$ cat config.mk
export PLATFORM = sky130hd
export DESIGN_NAME = hls_run_sequencer
export DESIGN_NICKNAME = d
export VERILOG_FILES = /design/src/rtl/hls_run_sequencer.sv
export SDC_FILE = /design/constraint.sdc
export NUM_CORES = 1
export LEC_CHECK = 0
export CORE_ASPECT_RATIO = 0.9
export CORE_MARGIN = 10
export CORE_UTILIZATION = 49
export CTS_BUF_LIST = sky130_fd_sc_hd__clkbuf_16
export DETAILED_ROUTE_END_ITERATION = 6
export PLACE_DENSITY = 0.75
export RECOVER_POWER = 25
export SETUP_SLACK_MARGIN = 0.05
export SKIP_CTS_REPAIR_TIMING = 1
export SYNTH_ARGS = -nofsm -noshare
export SYNTH_HDL_FRONTEND = slang
export SYNTH_SLANG_ARGS = --single-unit
$ cat constraint.sdc
create_clock -name clock -period 2.8 [get_ports clock]
set_input_delay 0.42 -clock clock [delete_from_list [all_inputs] [get_ports clock]]
set_output_delay 0.42 -clock clock [all_outputs]
set_load 0.02 [all_outputs]
$ cat src/rtl/hls_run_sequencer.sv
`default_nettype none
// ============================================================================
// Module   : hls_run_sequencer
// Purpose  : Runs an HLS kernel back-to-back a programmed number of times,
//            timing each run and checking its return value.
// Revision : 1.0  initial release
// ============================================================================
module hls_run_sequencer #(
  parameter int RET_W          = 32,
  parameter int CNT_W          = 32,
  parameter int RUN_W          = 16,
  parameter int TIMEOUT_CYCLES = 200000000
) (
  input  logic                   clock,
  input  logic                   reset,
  input  logic                   go,
  input  logic [RUN_W-1:0]       cfg_runs,
  input  logic [RET_W-1:0]       cfg_expected,
  input  logic                   cfg_check,
  output logic                   kernel_start,
  input  logic                   kernel_done,
  input  logic [RET_W-1:0]       kernel_return,
  output logic                   busy,
  output logic                   finished,
  output logic                   timeout,
  output logic [RUN_W-1:0]       runs_done,
  output logic [RUN_W-1:0]       pass_count,
  output logic [RUN_W-1:0]       fail_count,
  output logic [CNT_W-1:0]       last_cycles,
  output logic [CNT_W-1:0]       min_cycles,
  output logic [CNT_W-1:0]       max_cycles,
  output logic [CNT_W+RUN_W-1:0] total_cycles
);

  localparam int               C_TOT_W   = CNT_W + RUN_W;
  localparam logic [CNT_W-1:0] C_TIMEOUT = CNT_W'(TIMEOUT_CYCLES);

  typedef enum logic [2:0] {
    ST_IDLE   = 3'd0,
    ST_LAUNCH = 3'd1,
    ST_WAIT   = 3'd2,
    ST_RECORD = 3'd3,
    ST_FINISH = 3'd4
  } state_t;

  state_t             state_q, state_d;
  logic [CNT_W-1:0]   cyc_q, cyc_d;
  logic [RUN_W-1:0]   runs_cfg_q, runs_cfg_d;
  logic [RET_W-1:0]   expected_q, expected_d;
  logic               check_q, check_d;
  logic [RET_W-1:0]   ret_q, ret_d;
  logic               kernel_start_q, kernel_start_d;
  logic               busy_q, busy_d;
  logic               finished_q, finished_d;
  logic               timeout_q, timeout_d;
  logic [RUN_W-1:0]   runs_done_q, runs_done_d;
  logic [RUN_W-1:0]   pass_q, pass_d;
  logic [RUN_W-1:0]   fail_q, fail_d;
  logic [CNT_W-1:0]   last_q, last_d;
  logic [CNT_W-1:0]   min_q, min_d;
  logic [CNT_W-1:0]   max_q, max_d;
  logic [C_TOT_W-1:0] total_q, total_d;
  logic [C_TOT_W:0]   w_total_sum;
  logic [RUN_W-1:0]   w_runs_next;

  always_comb begin
    state_d        = state_q;
    cyc_d          = cyc_q;
    runs_cfg_d     = runs_cfg_q;
    expected_d     = expected_q;
    check_d        = check_q;
    ret_d          = ret_q;
    timeout_d      = timeout_q;
    runs_done_d    = runs_done_q;
    pass_d         = pass_q;
    fail_d         = fail_q;
    last_d         = last_q;
    min_d          = min_q;
    max_d          = max_q;
    total_d        = total_q;
    w_total_sum    = {1'b0, total_q} + {{(RUN_W + 1){1'b0}}, last_q};
    w_runs_next    = runs_done_q + RUN_W'(1);

    case (state_q)
      ST_IDLE: begin
        if (go) begin
          runs_cfg_d  = cfg_runs;
          expected_d  = cfg_expected;
          check_d     = cfg_check;
          timeout_d   = 1'b0;
          runs_done_d = '0;
          pass_d      = '0;
          fail_d      = '0;
          last_d      = '0;
          min_d       = '1;
          max_d       = '0;
          total_d     = '0;
          state_d     = (cfg_runs != '0) ? ST_LAUNCH : ST_FINISH;
        end
      end
      ST_LAUNCH: begin
        cyc_d   = CNT_W'(1);
        state_d = ST_WAIT;
      end
      ST_WAIT: begin
        // A done in the same cycle as the watchdog limit still counts as a run.
        if (kernel_done) begin
          last_d  = cyc_q;
          ret_d   = kernel_return;
          state_d = ST_RECORD;
        end else if (cyc_q == C_TIMEOUT) begin
          timeout_d = 1'b1;
          state_d   = ST_FINISH;
        end else begin
          cyc_d = cyc_q + CNT_W'(1);
        end
      end
      ST_RECORD: begin
        runs_done_d = w_runs_next;
        if (check_q) begin
          if (ret_q == expected_q) pass_d = pass_q + RUN_W'(1);
          else                     fail_d = fail_q + RUN_W'(1);
        end
        if (last_q < min_q) min_d = last_q;
        if (last_q > max_q) max_d = last_q;
        total_d = w_total_sum[C_TOT_W] ? '1 : w_total_sum[C_TOT_W-1:0];
        state_d = (w_runs_next == runs_cfg_q) ? ST_FINISH : ST_LAUNCH;
      end
      ST_FINISH: begin
        state_d = ST_IDLE;
      end
      default: begin
        state_d = ST_IDLE;
      end
    endcase

    // Status outputs are decoded from the next state so they register cleanly.
    kernel_start_d = (state_d == ST_LAUNCH);
    busy_d         = (state_d != ST_IDLE);
    finished_d     = (state_d == ST_FINISH);
  end

  always_ff @(posedge clock or negedge reset) begin
    if (!reset) begin
      state_q        <= ST_IDLE;
      cyc_q          <= '0;
      runs_cfg_q     <= '0;
      expected_q     <= '0;
      check_q        <= 1'b0;
      ret_q          <= '0;
      kernel_start_q <= 1'b0;
      busy_q         <= 1'b0;
      finished_q     <= 1'b0;
      timeout_q      <= 1'b0;
      runs_done_q    <= '0;
      pass_q         <= '0;
      fail_q         <= '0;
      last_q         <= '0;
      min_q          <= '1;
      max_q          <= '0;
      total_q        <= '0;
    end else begin
      state_q        <= state_d;
      cyc_q          <= cyc_d;
      runs_cfg_q     <= runs_cfg_d;
      expected_q     <= expected_d;
      check_q        <= check_d;
      ret_q          <= ret_d;
      kernel_start_q <= kernel_start_d;
      busy_q         <= busy_d;
      finished_q     <= finished_d;
      timeout_q      <= timeout_d;
      runs_done_q    <= runs_done_d;
      pass_q         <= pass_d;
      fail_q         <= fail_d;
      last_q         <= last_d;
      min_q          <= min_d;
      max_q          <= max_d;
      total_q        <= total_d;
    end
  end

  assign kernel_start = kernel_start_q;
  assign busy         = busy_q;
  assign finished     = finished_q;
  assign timeout      = timeout_q;
  assign runs_done    = runs_done_q;
  assign pass_count   = pass_q;
  assign fail_count   = fail_q;
  assign last_cycles  = last_q;
  assign min_cycles   = min_q;
  assign max_cycles   = max_q;
  assign total_cycles = total_q;

endmodule
`default_nettype wire

Word-level counts from Yosys, hierarchy flattened
Cells that the tools add are included.
{"block": "op_classes", "addsub": 5, "n_lt_le_gt_ge": 2, "eq_ne": 18, "muxes": 32, "reduce_logical": 16}
{"cell": "$pmux 32 s2", "n": 4}
{"cell": "$mux 32", "n": 7}
{"cell": "$mux 48", "n": 2}
{"cell": "$pmux 16 s2", "n": 3}
{"cell": "$pmux 48 s2", "n": 1}
{"cell": "$mux 16", "n": 5}
{"cell": "$add 48x32->49", "n": 1}
{"cell": "$add 16x1->16 const B", "n": 3}
{"cell": "$add 32x1->32 const B", "n": 1}
{"cell": "$eq 32x28->1 const B", "n": 1}
{"cell": "$eq 32x32->1", "n": 1}
{"cell": "$gt 32x32->1", "n": 1}
{"cell": "$lt 32x32->1", "n": 1}
{"cell": "$ne 2x2->1 const B", "n": 10}
{"cell": "$eq 16x16->1", "n": 1}
{"cell": "$reduce_bool 16->1", "n": 1}
{"cell": "$mux 3", "n": 5}
{"cell": "$pmux 3 s4", "n": 1}
{"cell": "$reduce_and 3->1", "n": 4}
{"cell": "$reduce_and 4->1", "n": 3}
{"cell": "$eq 3x1->1 const B", "n": 2}
{"cell": "$eq 3x2->1 const B", "n": 2}
{"cell": "$reduce_and 2->1", "n": 3}
{"cell": "$reduce_bool 2->1", "n": 3}
{"cell": "5 further kinds", "n": 7}
{"block": "word_totals", "reg_bits": 312, "input_bits": 85, "out_inout_bits": 196, "wordCells": 90}

Depth between registers and ports, before layout
Gate-level depths: netlist of the first run.
{"block": "logic_depth", "ltp_word": 5, "ltp_mapped": 13, "mapped_depth_nobuf": 11}

Worst setup path before layout of the first run
Ideal clock, no wire load.
{"block": "synth_path", "kind": "register to register", "from": "reg last_q[0], in the netlist last_cycles[0]", "to": "reg total_q[39], in the netlist total_cycles[39]", "setup_time_ps": 132, "arrival_ps": 2878, "required_time_ps": 2668, "path_slack_ps": -210, "path_stages_with_launch": 14, "n_path_buf": 2, "synth_period_minus_slack_ps": 3010, "path_cell_list": "dfrtp_1 ha_1 fa_1 a21oi_1 nand4b_4 a2111oi_4 nor4b_2 o41ai_4 nand3_1 clkbuf_1 buf_2 nand2_1 mux2i_1 nor2_1"}
{"block": "synth_via", "elab_chain_len": 3}
{"element": "start, declared", "line_no": "59", "source": "logic [CNT_W-1:0] last_q, last_d;"}
{"element": "start signal, assigned", "line_no": "176", "source": "last_q <= last_d;"}
{"element": "$add 48x32->49", "line_no": "81", "source": "w_total_sum = {1'b0, total_q} + {{(RUN_W + 1){1'b0}}, last_q};"}
{"element": "$mux 48", "line_no": "126", "source": "total_d = w_total_sum[C_TOT_W] ? '1 : w_total_sum[C_TOT_W-1:0];"}
{"element": "$pmux 48 s2", "line_no": "84", "source": "case (state_q)"}
{"element": "end signal, assigned", "line_no": "179", "source": "total_q <= total_d;"}
{"element": "end, declared", "line_no": "62", "source": "logic [C_TOT_W-1:0] total_q, total_d;"}
Every way passes these cells.
A chain may end at the register's enable or synchronous reset.

Final worst setup path of the first run
{"block": "layout_path", "from": "reg last_q[9], in the netlist last_cycles[9]", "to": "reg total_q[42], in the netlist total_cycles[42]"}
Same word-level chain as after synthesis.

==> results of run 1 <==
==> cell type report <==
| class | count | share of cell area |
|---|---|---|
| inverter | 76 | 0.0119 |
| clock inverter | 27 | 0.00809 |
| tap | 462 | 0.0241 |
| sequential | 312 | 0.328 |
| clock buffer | 38 | 0.0397 |
| timing repair buffer | 476 | 0.187 |
| antenna | 1 | 0.000104 |
| multi-input combinational | 1371 | 0.401 |
==> power by group <==
part           switching, mW  internal [mW]  total, mW
Combinational           4.90           4.02       8.92
Clock                   1.95           2.65       4.60
Sequential             0.915           5.80       6.71
==> critical path, stage by stage, from the launching register on <==
cell	delay (ps)
dfrtp_2	490
ha_2	430
nand4_1	190
o221ai_2	260
nor2b_4	220
nor4b_4	70
o41ai_4	350
nand2_2	170
nor4_4	340
a31oi_1	130
a311oi_1	230
==> synthesized netlist by cell type (all sizes together) (3+ instances only) <==
cell type  instances
and4               8
and3              30
nand3             48
a211oi             8
o21a               8
ha               100
nor4              14
a31oi             31
nand2            364
dfstp             32
o21bai             3
nor3              21
nand4             44
inv               76
mux2              64
clkbuf            71
a31o               3
o32ai             31
nor2b             11
a21o              43
a21oi            103
mux2i              4
nand2b             8
and2               9
buf               11
o21ai            104
nor4b              5
xnor2             71
a2111oi            4
o31ai              6
or3               15
dfrtp            280
nor2             115
xor2              62
nor3b              5
==> kinds of logic after synthesis <==
group / after synthesis
adders and majority gates: 101
AOI/OAI and AO/OA: 360
muxes: 68
and+or+nand+nor: 709
DFF: 312
buffers and inverters: 158
xor gates and xnor gates: 133
==> routing by layer <==
metal	vias up	GRT usage	part of all wire
met5	-	0	0
met4	0	0.0675	0.024
met3	94	0.0386	0.071
met2	551	0.423	0.48
met1	7835	0.356	0.43
li1	7304	-	-
==> path summary, 6_finish.rpt <==
path	from	endpoint	cells after the start
min reg2reg	expected_q[15]	expected_q[15]	2
max reg2reg	last_cycles[9]	total_cycles[42]	10
max in group asynchronous	reset	last_cycles[0]	3
max	last_cycles[9]	total_cycles[42]	10
min in group asynchronous	reset	total_cycles[27]	2
min	cfg_expected[7]	expected_q[7]	3
==> cell usage in the layout (no fill, tap or decap), types with 6 or more instances in the layout <==
master	synthesis	layout
a21oi_1	101	86
buf_6	0	9
nand4_1	44	44
inv_1	76	79
nor4_1	12	9
clkdlybuf4s50_1	0	279
clkinv_1	0	9
buf_4	0	171
and2_1	9	7
mux2_2	64	64
dfstp_2	32	32
ha_1	100	80
nand2_1	363	362
o21ai_2	0	7
o32ai_4	0	8
xor2_1	62	62
nand3_1	48	45
and3_1	30	27
xnor2_1	71	71
or3_1	15	14
nor2b_1	11	10
clkinv_2	0	6
nor3_1	20	15
a21o_1	43	43
and4_1	8	7
o32ai_2	0	19
clkbuf_16	0	41
buf_12	0	10
o21a_1	8	8
o21ai_0	101	87
ha_4	0	18
a31oi_1	31	28
o21ai_1	3	10
nor2_1	115	110
o31ai_1	6	6
dfrtp_2	0	14
nand2b_1	8	8
dfrtp_1	280	266
a21oi_2	2	17
==> registers in the layout (all words and copies together), names as in the netlist, 3 cells and up <==
name and flops:
cyc_q 32, total_cycles 48, state_q 3, min_cycles 32, expected_q 32, pass_count 16
last_cycles 32, ret_q 32, runs_cfg_q 16, runs_done 16, max_cycles 32, fail_count 16
==> run_results.csv, run 1 <==
group,metric,value,unit
setup_path,path_max_fanout,7,
outcome,violations,"max-capacitance violations, max-slew violations, negative setup slack",
logic_synthesis,yosys-top-cells-area,"dfrtp_1 (41%), nand2_1 (7.9%), ha_1 (7.3%)",
logic_synthesis,synth_top_area_frac,0.408,
die,chipHeight,198,µm
setup_path,crit_required,3230,ps
logic_synthesis,synth_cell_types,66,
layout,register_area,0.00787,mm²
setup_path,rrSetupSlack,-200,ps
die,num_rows,64,
logic_synthesis,async_reset_ff_frac,1.00,
layout,drive_above_1_share,0.214,
timing,fin_crit_sh,1.07,
grt,grt_pass1_wl,89600,µm
grt,grt_usage,0.260,
job,cap_violations,1,
die,die_area,0.0430,mm²
layout,fin_cells,2763,
power,p_leak,10.9,nW
timing,fin_worst_skew,19.6,ps
placed_design,place.gp.congestion,0.946,
logic_synthesis,synth_edf_count,0,
timing,fin_crit,3000,ps
route,vias,15800,
logic_synthesis,synthCells,1841,
grt,first_global_vias,15900,
logic_synthesis,yosys_warnings,0,
timing,rsz0062_at_grt,"yes",
hold_path,min_path_type,"in -> reg",
placed_design,dp_hpwl,42100,µm
setup_path,crit_arrival,3430,ps
timing,worst_pin_slew,1750,ps
logic_synthesis,syn_avg_cell_area,9.33,µm²
layout,finalInstanceArea,0.0240,mm²
timing,drv_slew,68,
route,wirelength,58200,µm
setup_path,critPathLaunchType,"register",
clocking,cts_made_buffers,36,
logic_synthesis,synth_top_family_by_area,"simple AND/OR/NAND/NOR gates",
timing,fmax,0.333,GHz
layout,multi_input_area,0.00961,mm²
clocking,path_clk_slew,60,ps
clocking,clk-insertion-delay-late,550,ps
clocking,cts_root_buf,"clkbuf_16",
power,power_density,844,mW/mm²
route,drt_iter0_markers,1354,
die,die_x,217,µm
layout,layout.nets,2459,
layout,fillerInstances,2609,
logic_synthesis,synth_seq_area_share,0.457,
timing,timing.hold.ws,416,ps
setup_path,endpoint_kind,"register",
logic_synthesis,synth-compound-area-share,0.132,
clocking,h-tree-depth,2,
placed_design,dp_slack,-228,ps
logic_synthesis,synthXorXnorAreaFrac,0.0678,
timing,finalSetupViolations,48,
power,max-vdd-ir-drop,831,µV
route,postRouteAntennaNets,0,
timing,slew_headroom,-0.167,
grt,antenna_found_initial,1,
logic_synthesis,synth_nets,2027,
placed_design,portBuffers,280,
die,core-area,0.0343,mm²
placed_design,dpl-instance-area,0.0218,mm²
route,dr.pass1.iters,5,
setup_path,critical_path_class,"reg -> reg",
route,wl_per_cell,21.1,µm
power,power,20.2,mW
outcome,status,"finished, violations left",
timing,setup_ws,-201,ps
logic_synthesis,synth-main-ff-cell,"dfrtp_1",
clocking,clockBufferDepth,3,
logic_synthesis,synth_adder_area_share,0.0740,
die,initial_core_util,0.501,
clocking,cts_tree,"yes",
route,routed_via_density,5.71,
die,top_level_ports,281,
logic_synthesis,syn_area,0.0172,mm²
grt,grt_remaining_overflow,0,
layout,fin_util,0.699,
route,drc_errors,0,
grt,grt_max_degree,111,
layout,areaGrowthSynthToFinish,39.5,%
timing,final_hold_viol_count,0,
logic_synthesis,yosys.area.top_type,"dfrtp_1",
logic_synthesis,synth-seq-cells,312,
logic_synthesis,synth_mux_area_frac,0.0443,
timing,setup_tns,-3960,ps
placed_design,dpl.cell_count,2674,
logic_synthesis,synth-simple-area-share,0.190,
clocking,cts.sink_count,312,
Note: power is estimated with default switching activity, not from simulation.
==> run 2: changes to the inputs <==
CAP_MARGIN = 25   (was not set)
==> results of run 2 <==
Final layout, timing and power as in run 1 (identical DEF).
==> variant: new RTL, config.mk and constraints of run 1 <==
The output `busy` loses its register stage (`busy_q` becomes a continuous assignment).
--- a/src/rtl/hls_run_sequencer.sv
+++ b/src/rtl/hls_run_sequencer.sv
@@ -149,7 +149,6 @@
       check_q        <= 1'b0;
       ret_q          <= '0;
       kernel_start_q <= 1'b0;
-      busy_q         <= 1'b0;
       finished_q     <= 1'b0;
       timeout_q      <= 1'b0;
       runs_done_q    <= '0;
@@ -167,7 +166,6 @@
       check_q        <= check_d;
       ret_q          <= ret_d;
       kernel_start_q <= kernel_start_d;
-      busy_q         <= busy_d;
       finished_q     <= finished_d;
       timeout_q      <= timeout_d;
       runs_done_q    <= runs_done_d;
@@ -179,6 +177,8 @@
       total_q        <= total_d;
     end
   end
+
+  assign busy_q = busy_d;
 
   assign kernel_start = kernel_start_q;
   assign busy         = busy_q;
Behaviour: not the same (a bounded check fails within 4 cycles, from zero or initial values and one cycle with reset low).
==> variant against run 1 <==
Final area is 0.66% lower; synthesized area is 0.15% lower; power is 3.7% lower; fmax is 5.6% higher; sequential share of layout area is 0.14 points higher; clock power is 10% lower; the flow still finishes with violations (capacitance limit, slew limit, setup timing); sequential cell count is 1 lower; routed wire length is 0.70% lower; highest routed layer unchanged; first-iteration DRC count is 0.66% lower; non-clock buffer count is 3 lower; setup slack better by 0.16 ns.
==> variant: results <==
[outcome]
outcome = complete, but fails checks
violations = capacitance limit, slew limit, setup timing

[final_layout]
final-instance-count-excl-fill = 2754
signal_buffer_area_fraction_pct = 18.7
n_antenna_cell = 0
n_sequential_cell = 311
num-nets-final = 2454
clockBufferCount = 35
multi_input_area_share_pct = 40.6
layout.non_clock_buffers = 473
layout.filler_cells = 2629
drive_gt1_share_pct = 21.7
clkCellAreaFrac_pct = 4.16

[power_and_ir_drop]
power-per-cell-area_mw_per_mm2 = 818
ir_worst_vdd_uv = 576

[route]
wl_met1_mm = 24.5
met2_length_mm = 27.6
first_pass_iters = 7
detail_route.wl_per_cell_um = 21.0
route.vias.total = 15700
routed-wl-met3_mm = 4.04
first_iter_violations = 1345

[critical_path]
reg2regPathDepth = 13
worstReg2RegEnd = total_cycles[38]
reg2reg_from = last_cycles[10]
cpPeakStageDelay_ns = 0.46

[clock_tree]
numCtsBuffers = 35
clock_insertion_delay_at_the_later_pin_of_the_skew_report_ns = 0.52

[placement]
routabilityCongestion = 0.940
detailed_place_hpwl_mm = 41.6
placedInstanceArea_mm2 = 0.0217
dpl_worst_slack_ns = -0.249
placedCellCount = 2669
port_buffers = 280

[timing]
slew_headroom_pct = -36.9
timing.fmax_ghz = 0.352
timing.clock.skew_ns = 0.0155
post_route_setup_tns_ns = -0.468
finalSetupViolations = 25
fin_max_slew_vios = 74
fin_worst_hold_slack_ns = 0.431
worst_slack_ns = -0.0402

[global_routing]
grt_pass1_wl_mm = 87.1
grt.total_usage_pct = 25.2
antenna_found_initial = 0
vias_in_the_first_global_route = 15600

[min_path]
start_point_of_the_worst_min_delay_path = cfg_expected[4]
timing.hold.worst_endpoint = expected_q[4]

[run]
max_cap_viol_count = 1

[yosys]
synth_area_leaders = sky130_fd_sc_hd__dfrtp_1 41%, sky130_fd_sc_hd__nand2_1 7.9%, sky130_fd_sc_hd__ha_1 7.3%
syn_area_per_cell_um2 = 9.32
synth_seq_area_share_pct = 45.6
ys_types = 66
synth.top_cells.by_count = 363 x sky130_fd_sc_hd__nand2_1, 279 x sky130_fd_sc_hd__dfrtp_1, 115 x sky130_fd_sc_hd__nor2_1, 101 x sky130_fd_sc_hd__a21oi_1, 101 x sky130_fd_sc_hd__o21ai_0
syn-num-nets = 2026
==> variant: cell types whose count changed after synthesis <==
cell,change
sky130_fd_sc_hd__dfrtp_1,-1
==> variant: metal layers <==
| metal | track usage, % | vias to the layer above |
|---|---|---|
| li1 | - | 7276 |
| met1 | 33.8 | 7816 |
| met2 | 40.9 | 545 |
| met3 | 4.82 | 97 |
| met4 | 7.17 | 0 |
| met5 | 0 | - |
==> variant: power by group <==
part           internal (mW)  total [mW]  switching, mW
logic                   3.91        8.68           4.77
registers               5.78        6.68          0.902
clock network           2.27        4.12           1.85
==> variant: logic make-up (layout without fill, tap and decap cells) <==
kind of cell	count (synthesis)	count (layout)	share of synthesized area, %
AND/OR/NAND/NOR	709	709	19.1
flip-flops	311	311	45.6
multiplexers	68	68	4.43
XOR/XNOR	133	133	6.79
adder cells (fa/ha/maj)	101	101	7.41
buffers and inverters	158	610	3.52
AO/OA/AOI/OAI	360	360	13.2
